===== src/rtl/lif_neuron_array.sv =====
// Time-multiplexed array of leaky integrate-and-fire neurons with a one-deep spike output register.
// Define LIF_SPIKE_COUNT_EN to build per-channel 16-bit saturating spike counters on cnt_out.
module lif_neuron_array #(
    parameter int N_CH       = 4,
    parameter int W          = 8,
    parameter int LEAK_SHIFT = 2,
    parameter int REFRAC     = 2,
    localparam int CW        = (N_CH > 1) ? $clog2(N_CH) : 1,
    localparam int RW        = (REFRAC > 0) ? $clog2(REFRAC + 1) : 1
) (
    input  logic          clk,
    input  logic          rst,
    input  logic          ena,
    input  logic          in_valid,
    output logic          in_ready,
    input  logic [CW-1:0] in_ch,
    input  logic [W-1:0]  in_cur,
    input  logic [W-1:0]  thresh,
    output logic          spike_valid,
    input  logic          spike_ready,
    output logic [CW-1:0] spike_ch,
    input  logic [CW-1:0] vmem_sel,
    output logic [W-1:0]  vmem_out,
    output logic [15:0]   cnt_out
);

    logic [W-1:0]  v_q   [N_CH];
    logic [W-1:0]  v_d   [N_CH];
    logic [RW-1:0] ref_q [N_CH];
    logic [RW-1:0] ref_d [N_CH];
`ifdef LIF_SPIKE_COUNT_EN
    logic [15:0]   cnt_q [N_CH];
    logic [15:0]   cnt_d [N_CH];
`endif
    logic          spike_valid_q, spike_valid_d;
    logic [CW-1:0] spike_ch_q, spike_ch_d;

    logic          accept;
    logic          ch_ok;
    logic          fire;
    logic [W-1:0]  v_cur;
    logic [W:0]    sum_w;
    logic [W-1:0]  v_new;

    assign in_ready = ena & (~spike_valid_q | spike_ready);
    assign accept   = in_valid & in_ready;
    assign ch_ok    = (int'(in_ch) < N_CH);

    // Leak-then-integrate in W+1 bits so the overflow bit drives saturation.
    always_comb begin
        v_cur = ch_ok ? v_q[in_ch] : '0;
        sum_w = {1'b0, v_cur} - {1'b0, (v_cur >> LEAK_SHIFT)} + {1'b0, in_cur};
        v_new = sum_w[W] ? {W{1'b1}} : sum_w[W-1:0];
    end

    always_comb begin
        v_d           = v_q;
        ref_d         = ref_q;
`ifdef LIF_SPIKE_COUNT_EN
        cnt_d         = cnt_q;
`endif
        fire          = 1'b0;
        spike_valid_d = spike_valid_q;
        spike_ch_d    = spike_ch_q;

        if (ena && spike_valid_q && spike_ready) begin
            spike_valid_d = 1'b0;
            spike_ch_d    = '0;
        end

        if (accept && ch_ok) begin
            if (ref_q[in_ch] != '0) begin
                ref_d[in_ch] = ref_q[in_ch] - RW'(1);
                v_d[in_ch]   = '0;
            end else if (v_new >= thresh) begin
                fire         = 1'b1;
                v_d[in_ch]   = '0;
                ref_d[in_ch] = RW'(REFRAC);
`ifdef LIF_SPIKE_COUNT_EN
                if (cnt_q[in_ch] != 16'hFFFF) begin
                    cnt_d[in_ch] = cnt_q[in_ch] + 16'd1;
                end
`endif
            end else begin
                v_d[in_ch] = v_new;
            end
        end

        if (fire) begin
            spike_valid_d = 1'b1;
            spike_ch_d    = in_ch;
        end
    end

    always_ff @(posedge clk) begin
        if (rst) begin
            for (int i = 0; i < N_CH; i++) begin
                v_q[i]   <= '0;
                ref_q[i] <= '0;
`ifdef LIF_SPIKE_COUNT_EN
                cnt_q[i] <= '0;
`endif
            end
            spike_valid_q <= 1'b0;
            spike_ch_q    <= '0;
        end else begin
            v_q           <= v_d;
            ref_q         <= ref_d;
`ifdef LIF_SPIKE_COUNT_EN
            cnt_q         <= cnt_d;
`endif
            spike_valid_q <= spike_valid_d;
            spike_ch_q    <= spike_ch_d;
        end
    end

    assign spike_valid = spike_valid_q;
    assign spike_ch    = spike_ch_q;
    assign vmem_out    = (int'(vmem_sel) < N_CH) ? v_q[vmem_sel] : '0;
`ifdef LIF_SPIKE_COUNT_EN
    assign cnt_out     = (int'(vmem_sel) < N_CH) ? cnt_q[vmem_sel] : '0;
`else
    assign cnt_out     = '0;
`endif

endmodule

===== config.mk =====
export PLATFORM = sky130hd
export DESIGN_NAME = lif_neuron_array
export DESIGN_NICKNAME = d
export VERILOG_FILES = /design/src/rtl/lif_neuron_array.sv
export SDC_FILE = /design/constraint.sdc
export NUM_CORES = 1
export LEC_CHECK = 0
export BUFFER_PORTS_ARGS = -buffer_cell sky130_fd_sc_hd__buf_4
export CAP_MARGIN = 20
export CORE_UTILIZATION = 34
export DETAILED_ROUTE_END_ITERATION = 8
export SETUP_SLACK_MARGIN = 0.15
export SLEW_MARGIN = 20
export SYNTH_ARGS = -nofsm -noshare
export SYNTH_HDL_FRONTEND = slang
export SYNTH_SLANG_ARGS = --single-unit

===== constraint.sdc =====
create_clock -name clk -period 7.6 [get_ports clk]
set_clock_uncertainty 0.15 [all_clocks]
set_input_delay 1.14 -clock clk [delete_from_list [all_inputs] [get_ports clk]]
set_output_delay 1.14 -clock clk [all_outputs]
set_load 0.01 [all_outputs]

Word-level counts from Yosys, hierarchy flattened
Index checks and enable logic that the tools add are counted.
- flip-flop bits (word level): 43
- input bits: 25
- output and inout port bits: 28
- word-level logic and storage cells: 62
- add/sub/neg operators: 3
- order comparisons: 4
- mux-type cells: 27
- bitwise logic cells: 11
- reduce and logical (&&, ||, !) cells: 7
- operators with widths (kind ; number):
    32-bit 2-to-1 mux ; 2
    8-bit 2-to-1 mux ; 8
    32-bit bitwise AND ; 1
    8-bit binary-select mux with 2-bit select ; 2
    32-bit bitwise mux ; 1
    32-bit inverter ; 1
    8-bit demux with 2-bit select ; 1
    2-bit 2-to-1 mux ; 5
    9-bit by 8-bit adder with 9-bit output ; 1
    8-bit by 6-bit subtractor with 9-bit output ; 1
    8-bit bitwise mux ; 1
    8-bit greater-or-equal comparator ; 1
    3-bit greater-or-equal comparator, second input constant ; 2
    2-bit inverter with 3-bit output ; 2
    2-bit nonzero test ; 3
    1-bit 2-to-1 mux ; 5
    4-bit bitwise AND ; 1
    2-bit binary-select mux with 2-bit select ; 1
    2-bit demux with 2-bit select ; 1
    4-bit inverter ; 1
    4-bit bitwise OR ; 1
    1-bit logical AND ; 3
    3-bit by 1-bit < comparator with 1-bit output, second input constant ; 1
    1-bit bitwise AND ; 2
    other kinds (4) ; 4

Logic depth before layout (Yosys ltp)
Gate-level depths: netlist (run 1).
- depth in word-level cells: 12
- gate-level depth with buffers: 22
- gate-level depth less buffers: 18

Worst setup path after synthesis (run 1)
No wires, ideal clock.
- path type: in2reg
- from: in in_ch[0]
- to: reg ref_q[2] in the netlist's numbering
- library setup time: 72 ps
- data arrival time: 5580 ps
- required time: 7378 ps
- slack: 1798 ps
- stages: 20
- path buffers: 4
- path through: buf_4 -> buf_1 -> mux4_2 -> inv_1 -> fa_1 -> inv_1 -> ha_1 -> nor2b_4 -> o31a_4 -> o221a_4 -> buf_6 -> a211oi_4 -> inv_1 -> ha_1 -> nand2_1 -> nor3_1 -> a211oi_1 -> buf_2 -> nor3_1 -> mux2i_1
- cells in the longest elaborated chain, start to end: 10
- elaborated cells on any way between the ends: 25
- those cells by class: 3 x add/sub; 3 x order compare; 12 x mux; 3 x bitwise; 4 x reduce/logical
- ends and longest elaborated chain (item ; RTL line ; text):
    start: declaration ; 16 ; input logic [CW-1:0] in_ch,
    2-bit inverter with 3-bit output (implied by the code) (*) ; -- ;
    8-bit binary-select mux with 2-bit select ; 51 ; v_cur = ch_ok ? v_q[in_ch] : '0;
    8-bit 2-to-1 mux (implied by the code) (2 in a row) ; 51 ;
    8-bit by 6-bit subtractor with 9-bit output ; 52 ; sum_w = {1'b0, v_cur} - {1'b0, (v_cur >> LEAK_SHIFT)} + {1'b0, in_cur};
    9-bit by 8-bit adder with 9-bit output ; 52 ;
    8-bit 2-to-1 mux ; 53 ; v_new = sum_w[W] ? {W{1'b1}} : sum_w[W-1:0];
    8-bit greater-or-equal comparator ; 75 ; end else if (v_new >= thresh) begin
    2-bit nonzero test (no line) ; -- ;
    2-bit AND reduction (no line) ; -- ;
    end signal: assignment ; 108 ; ref_q <= ref_d;
    end: declaration ; 29 ; logic [RW-1:0] ref_q [N_CH];
Mark *: on every way between the ends. The rest lies on a longest branch, timed or not. The select of a mux whose other input is x is not followed.
A chain may end at the register's enable or synchronous reset.

Worst setup path in the final report (run 1)
Ends and elaborated chain as after synthesis.

==> results_dict.tcl, run 1 <==
set metrics [dict create \
    status "finished, violations left" \
    violations "DRC" \
    crit_type "input pin to register" \
    synthArstFlopShare 0 \
    h-tree-depth 2 \
    dr.first_iter.drc_count 83 \
    core-area_sq_mm 0.00885 \
    route.detailed.drc 2 \
    power_frac_clock 0.308 \
    syn_area_per_cell_sq_um 9.16 \
    area_growth_syn_to_layout_pct 13.1 \
    routed_via_density 5.24 \
    synthTopCellsByArea "dfxtp_1 27%, mux4_2 13%, ha_1 7.9%" \
    cts.sinks 43 \
    numCtsBuffers 5 \
    clock.fmax_ghz 0.174 \
    synthDistinctLibCells 52 \
    synth-seq-cells 43 \
    pwr-share-comb 0.343 \
    track_usage 0.162 \
    net-switching-power_w 0.000225 \
    die_width_um 98.4 \
    r2r_cells 16 \
    layout_min_cycle_time_ns 5.75 \
    clk_latency_ns 0.29 \
    drv_slew 0 \
    syn_inst 345 \
    hold_path.class "register to register" \
    worst_pin_slew_ns 0.966 \
    placement_rows 34 \
    setup_ws_ns 1.85 \
    final_antenna_net_count 0 \
    cts_max_path_buffers 2 \
    intPower_w 0.000461 \
    cts_tree "done" \
    worstPathArrival_ns 5.83 \
    ios 53 \
    leakage_nw 1.53 \
    multi_input_area_sq_mm 0.00199 \
    seq_power_share 0.349 \
    n_fill_cell 903 \
    place_hpwl_mm 5.76 \
    root_buffer "clkbuf_8" \
    netlist_area_sq_mm 0.00316 \
    synth_edf_count 0 \
    yosysWarningCount 0 \
    finalHoldViolCount 0 \
    dieArea_sq_mm 0.00969 \
    seq_area_frac_synth 0.272 \
    cp_data_required_time_ns 7.67 \
    total_power_w 0.000686 \
    grt_pass1_wl_mm 12.4 \
    antenna_found_initial 0 \
    final.setup.tns_ns 0 \
    fin_crit_sh 0.757 \
    port_buffers 36 \
    synthFlopType "dfxtp_1" \
    dp_slack_ns 1.48 \
    whs_path_depth 2 \
    cts.clk_slew.worst_paths_ns 0.08 \
    grt.overflow.total 0 \
    post_cts_resized 0 \
    hold_buffers 0 \
    p_per_area_mw_per_mm2 192 \
    num_vias 2542 \
    synth_top_area_share 0.272 \
    num_antenna_cells 0 \
    start_util 0.357 \
    relSlewSlack 0.347 \
    drtPass1Iterations 8 \
    seqCellArea_sq_um 861 \
    gp_congestion 0.774 \
    drive_gt1_frac 0.207 \
    rsz0062_at_grt "no" \
    wirelength_mm 7.37 \
    die_h_um 98.4 \
    max-vdd-ir-drop_mv 0.115 \
    cts_setup_buffers 0 \
    cp-start-kind "input pin" \
    end_kind "register" \
    grt_pass1_vias 2501 \
    fin_area_sq_mm 0.00358 \
    nNetsFinal 427 \
    crit_fanout 19 \
    wl_per_cell_um 15.2 \
    finalSetupViolations 0 \
    grt_max_degree 20 \
    p_sw_frac 0.328 \
    cap_violations 0 \
    yosysTopAreaCell "dfxtp_1" \
    placed_area_sq_mm 0.00344 \
]
-- worst paths after layout --
check            from  slack (ns)  endpoint
max reg2reg    v_q[4]        2.71  ref_q[2]
min          ref_q[3]        0.31  ref_q[3]
min reg2reg  ref_q[3]        0.31  ref_q[3]
max          in_ch[0]        1.85  ref_q[2]
-- power groups by stage --
stage               registers [W]  logic [W]  clock network, W
floorplan                0.000243   0.000186                 0
global placement         0.000244   0.000233                 0
detailed placement       0.000245   0.000237                 0
CTS                      0.000239   0.000238          0.000214
global route             0.000240   0.000265          0.000223
finish                   0.000239   0.000235          0.000211
-- registers in the layout, indices dropped and copies added, names as in the netlist --
register / count
v_q: 32
spike_valid: 1
ref_q: 8
spike_ch: 2
-- cells by family after synthesis --
| family | Yosys count | synth area share |
|---|---|---|
| AND/OR/NAND/NOR | 91 | 0.160 |
| adder cells (fa/ha/maj) | 26 | 0.117 |
| multiplexers | 23 | 0.144 |
| XOR/XNOR | 3 | 0.00832 |
| flip-flops | 43 | 0.272 |
| other | 1 | 0.00119 |
| AO/OA/AOI/OAI | 81 | 0.179 |
| buffers and inverters | 77 | 0.117 |
-- synth_stat cells (5+ instances only) --
library cell  count
a21o_1            5
a21oi_1          12
a22oi_1           5
buf_4            19
dfxtp_1          43
fa_1              6
ha_1             20
inv_1            49
mux2i_1           5
mux4_2           18
nand2_1          43
nand3_1           8
nor2_1            6
nor2b_1           5
nor3_1            5
o21ai_0          25
o21ai_1           9
-- area by class of cell --
cell class / count / area share
Multi-Input combinational cell: 240 / 0.555
Sequential cell: 43 / 0.241
Timing Repair Buffer: 37 / 0.0777
Inverter: 49 / 0.0514
Tap cell: 108 / 0.0378
Clock buffer: 6 / 0.0203
Clock inverter: 2 / 0.0168
-- through the flow --
stage	hold WS [ns]	cells	utilization
6_report	0.314	485	0.404
5_1_grt	0.340	485	0.404
4_1_cts	0.312	485	0.404
3_5_place_dp	0.301	477	0.389
3_3_place_gp	0.292	477	0.389
2_1_floorplan	0.282	360	-
-- layout by cell type, fill, tap and decap left out, types with 2 or more instances in the layout --
cell / synthesis / layout
a211oi_1: 4 / 4
a21o_1: 5 / 5
a21oi_1: 12 / 12
a22oi_1: 5 / 5
a41oi_1: 3 / 3
and2_1: 4 / 4
and3_1: 3 / 3
buf_4: 19 / 37
bufinv_16: 0 / 2
clkbuf_8: 0 / 5
conb_1: 1 / 16
dfxtp_1: 43 / 43
fa_1: 6 / 6
ha_1: 20 / 20
inv_1: 49 / 49
mux2i_1: 5 / 5
mux4_2: 18 / 18
nand2_1: 43 / 43
nand2b_1: 2 / 2
nand3_1: 8 / 8
nand4_2: 2 / 2
nor2_1: 6 / 6
nor2b_1: 5 / 5
nor3_1: 5 / 5
nor3_4: 3 / 3
nor3b_1: 2 / 2
o211ai_1: 3 / 3
o21a_1: 4 / 4
o21ai_0: 25 / 25
o21ai_1: 9 / 9
xnor2_1: 3 / 3
-- routing by layer --
layer  track usage  routed length [um]  share of wire
met1         0.219                3410           0.46
met2         0.272                3590           0.49
met3        0.0270                 289          0.039
met4        0.0390                  77          0.010
met5             0                   0              0
-- critical path, stage by stage --
cell      delay (ns)
buf_4           0.27
mux4_2          0.58
fa_1            0.53
inv_1           0.04
ha_1            0.33
nor2b_4         0.15
o31a_4          0.31
o221a_4         0.35
a211oi_2        0.42
inv_1           0.09
ha_1            0.28
nand2_1         0.05
nor3_1          0.33
a211oi_1        0.13
buf_4           0.19
nor3_1          0.39
mux2i_1         0.23
Power figures use the tool's default switching activity.
==> run 2, diff against run 1 <==
clock period = 4.65 ns   (was 7.6 ns; I/O delays follow)
==> run 2 against run 1 <==
Compared with the run above:
- the flow now finishes without violations
- wire length is 12% higher
- critical path depth grew 2
- clock power up 34%
==> results_dict.tcl, run 2 (synthesized netlist as in run 1, its figures left out) <==
set metrics [dict create \
    antenna_found_initial 0 \
    cts.sinks 43 \
    holdPathEnd "ref_q[5]" \
    die_h_um 98.4 \
    largest_reg_flops 32 \
    crit_start "in_ch[0]" \
    whs_path_depth 2 \
    cp_data_required_time_ns 4.73 \
    cp-start-kind "input pin" \
    status "finished clean" \
    start_util 0.357 \
    worst_pin_slew_ns 1.05 \
    track_usage 0.174 \
    path_delay_family "compound AO/OA/AOI/OAI gates" \
    worstPathArrival_ns 4.68 \
    reg2reg_from "v_q[4]" \
    wirelength_mm 8.24 \
    met1_usage 0.230 \
    num_vias 2743 \
    clk_latency_ns 0.30 \
    num_antenna_cells 0 \
    ios 53 \
    numCtsBuffers 5 \
    final_antenna_net_count 0 \
    crit_fanout 8 \
    hold_path.class "register to register" \
    root_buffer "clkbuf_8" \
    h-tree-depth 2 \
    reg2reg_slack_ns 0.26 \
    finalHoldViolCount 0 \
    end_kind "register" \
    wl_per_cell_um 15.3 \
    port_buffers 36 \
    grt_max_degree 14 \
    r2r_cells 18 \
    grt_use_met2 0.294 \
    drive_gt1_frac 0.430 \
    setup_ws_ns 0.0420 \
    dr.first_iter.drc_count 80 \
    hold_start "ref_q[5]" \
    final_common_cell "buf_4" \
    grt_use_met3 0.0248 \
    grt.busiest_layer "met2" \
    placed_area_sq_mm 0.00381 \
    drv_slew 0 \
    final_core_util 0.489 \
    mostFrequentLayoutCells "81 x buf_4, 43 x dfxtp_1, 42 x inv_1" \
    area_growth_syn_to_layout_pct 36.8 \
    rsz0062_at_grt "yes" \
    grt_pass1_vias 2629 \
    relSlewSlack 0.289 \
    r2r-end "v_q[31]" \
    drtPass1Iterations 6 \
    die_width_um 98.4 \
    fin_area_sq_mm 0.00432 \
    route.detailed.drc 0 \
    grt_pass1_wl_mm 13.2 \
    cap_violations 0 \
    cp_slowest_cell "mux4_2" \
    dieArea_sq_mm 0.00969 \
    regMostFlops "v_q" \
    grt.overflow.total 0 \
    layout_min_cycle_time_ns 4.61 \
    max-vdd-ir-drop_mv 0.174 \
    crit_cells 19 \
    cp_cell_sequence "buf_12 > mux4_2 > fa_1 > inv_2 > ha_4 > nor2b_4 > o31a_4 > o221a_4 > nor3_4 > inv_1 > ha_1 > buf_4 > nor2_4 > nor3_4 > a211oi_2 > buf_6 > buf_12 > nand4_4 > a22oi_2" \
    placement_rows 34 \
    cts.clk_slew.worst_paths_ns 0.08 \
    critPathBufInv 6 \
    finalSetupViolations 0 \
    routed_via_density 5.10 \
    crit_type "input pin to register" \
    place_hpwl_mm 6.14 \
    cts_max_path_buffers 2 \
    leakage_nw 1.86 \
    cpPeakStageDelay_ns 0.54 \
    dp_slack_ns -0.449 \
    core-area_sq_mm 0.00885 \
    nNetsFinal 481 \
    clock.fmax_ghz 0.217 \
    fin_crit_sh 0.991 \
    cts_tree "done" \
    gp_congestion 0.804 \
    p_per_area_mw_per_mm2 309 \
]
-- run 2: cell types whose count changed in the layout (fill, tap and decap cells not counted), moves of 5 or more --
cell,before,now
o21ai_1,9,15
inv_2,0,7
o21ai_2,0,15
buf_4,37,81
a21oi_1,12,7
buf_6,0,7
o21ai_0,25,3
inv_1,49,42
ha_4,0,6
ha_1,20,13
-- run 2: worst min-delay path, delay by kind of cell (launching register included) --
kind,cells,cell delay [ns]
flip-flops,1,0.31
multiplexers,1,0.06
AND/OR/NAND/NOR,1,0.05
-- run 2: final cells by class --
type	instances	area, sq um
well taps	108	135
inverters	49	184
repair buffers	90	727
flip-flops and latches	43	861
clock buffers	6	72.6
multi-input cells	241	2310
fillers	827	4520
clock inverters	1	30.0
-- run 2: repair_timing --
action	4_1_cts	5_1_grt
gates resized for setup	29	47
cloned	1	0
hold buffers	0	0
buffers inserted	3	10
pin swaps	6	16
hold endpoints to repair	0	0
setup endpoints to repair	43	43
-- run 2: worst max-delay path by stage --
stage               slack [ns]        to
floorplan                -0.14   v_q[31]
global placement         -0.36   v_q[21]
detailed placement       -0.45  ref_q[0]
CTS                       0.11  ref_q[2]
global route             -0.09   v_q[31]
finish                    0.04   v_q[31]
-- run 2: per-layer routing --
| metal | vias to the layer above | wire length, um | part of all wire |
|---|---|---|---|
| li1 | 1348 | - | - |
| met1 | 1327 | 3800 | 0.46 |
| met2 | 56 | 4060 | 0.49 |
| met3 | 12 | 257 | 0.031 |
| met4 | 0 | 119 | 0.014 |
| met5 | - | 0 | 0 |
-- run 2: stage by stage --
step                      total power, W  std cells  hold WS, ns  setup TNS (ns)
final                            0.00134        538        0.315               0
after global routing             0.00142        538        0.340          -0.740
after CTS                        0.00123        528        0.317               0
after detailed placement        0.000899        517        0.306          -14.48
after global placement          0.000894        517        0.298          -12.13
after floorplan                 0.000732        360        0.282           -3.42
-- run 2: power by group --
group	internal (W)	switching, W
clock network	0.000157	0.000125
registers	0.000382	0.00000973
logic	0.000330	0.000331
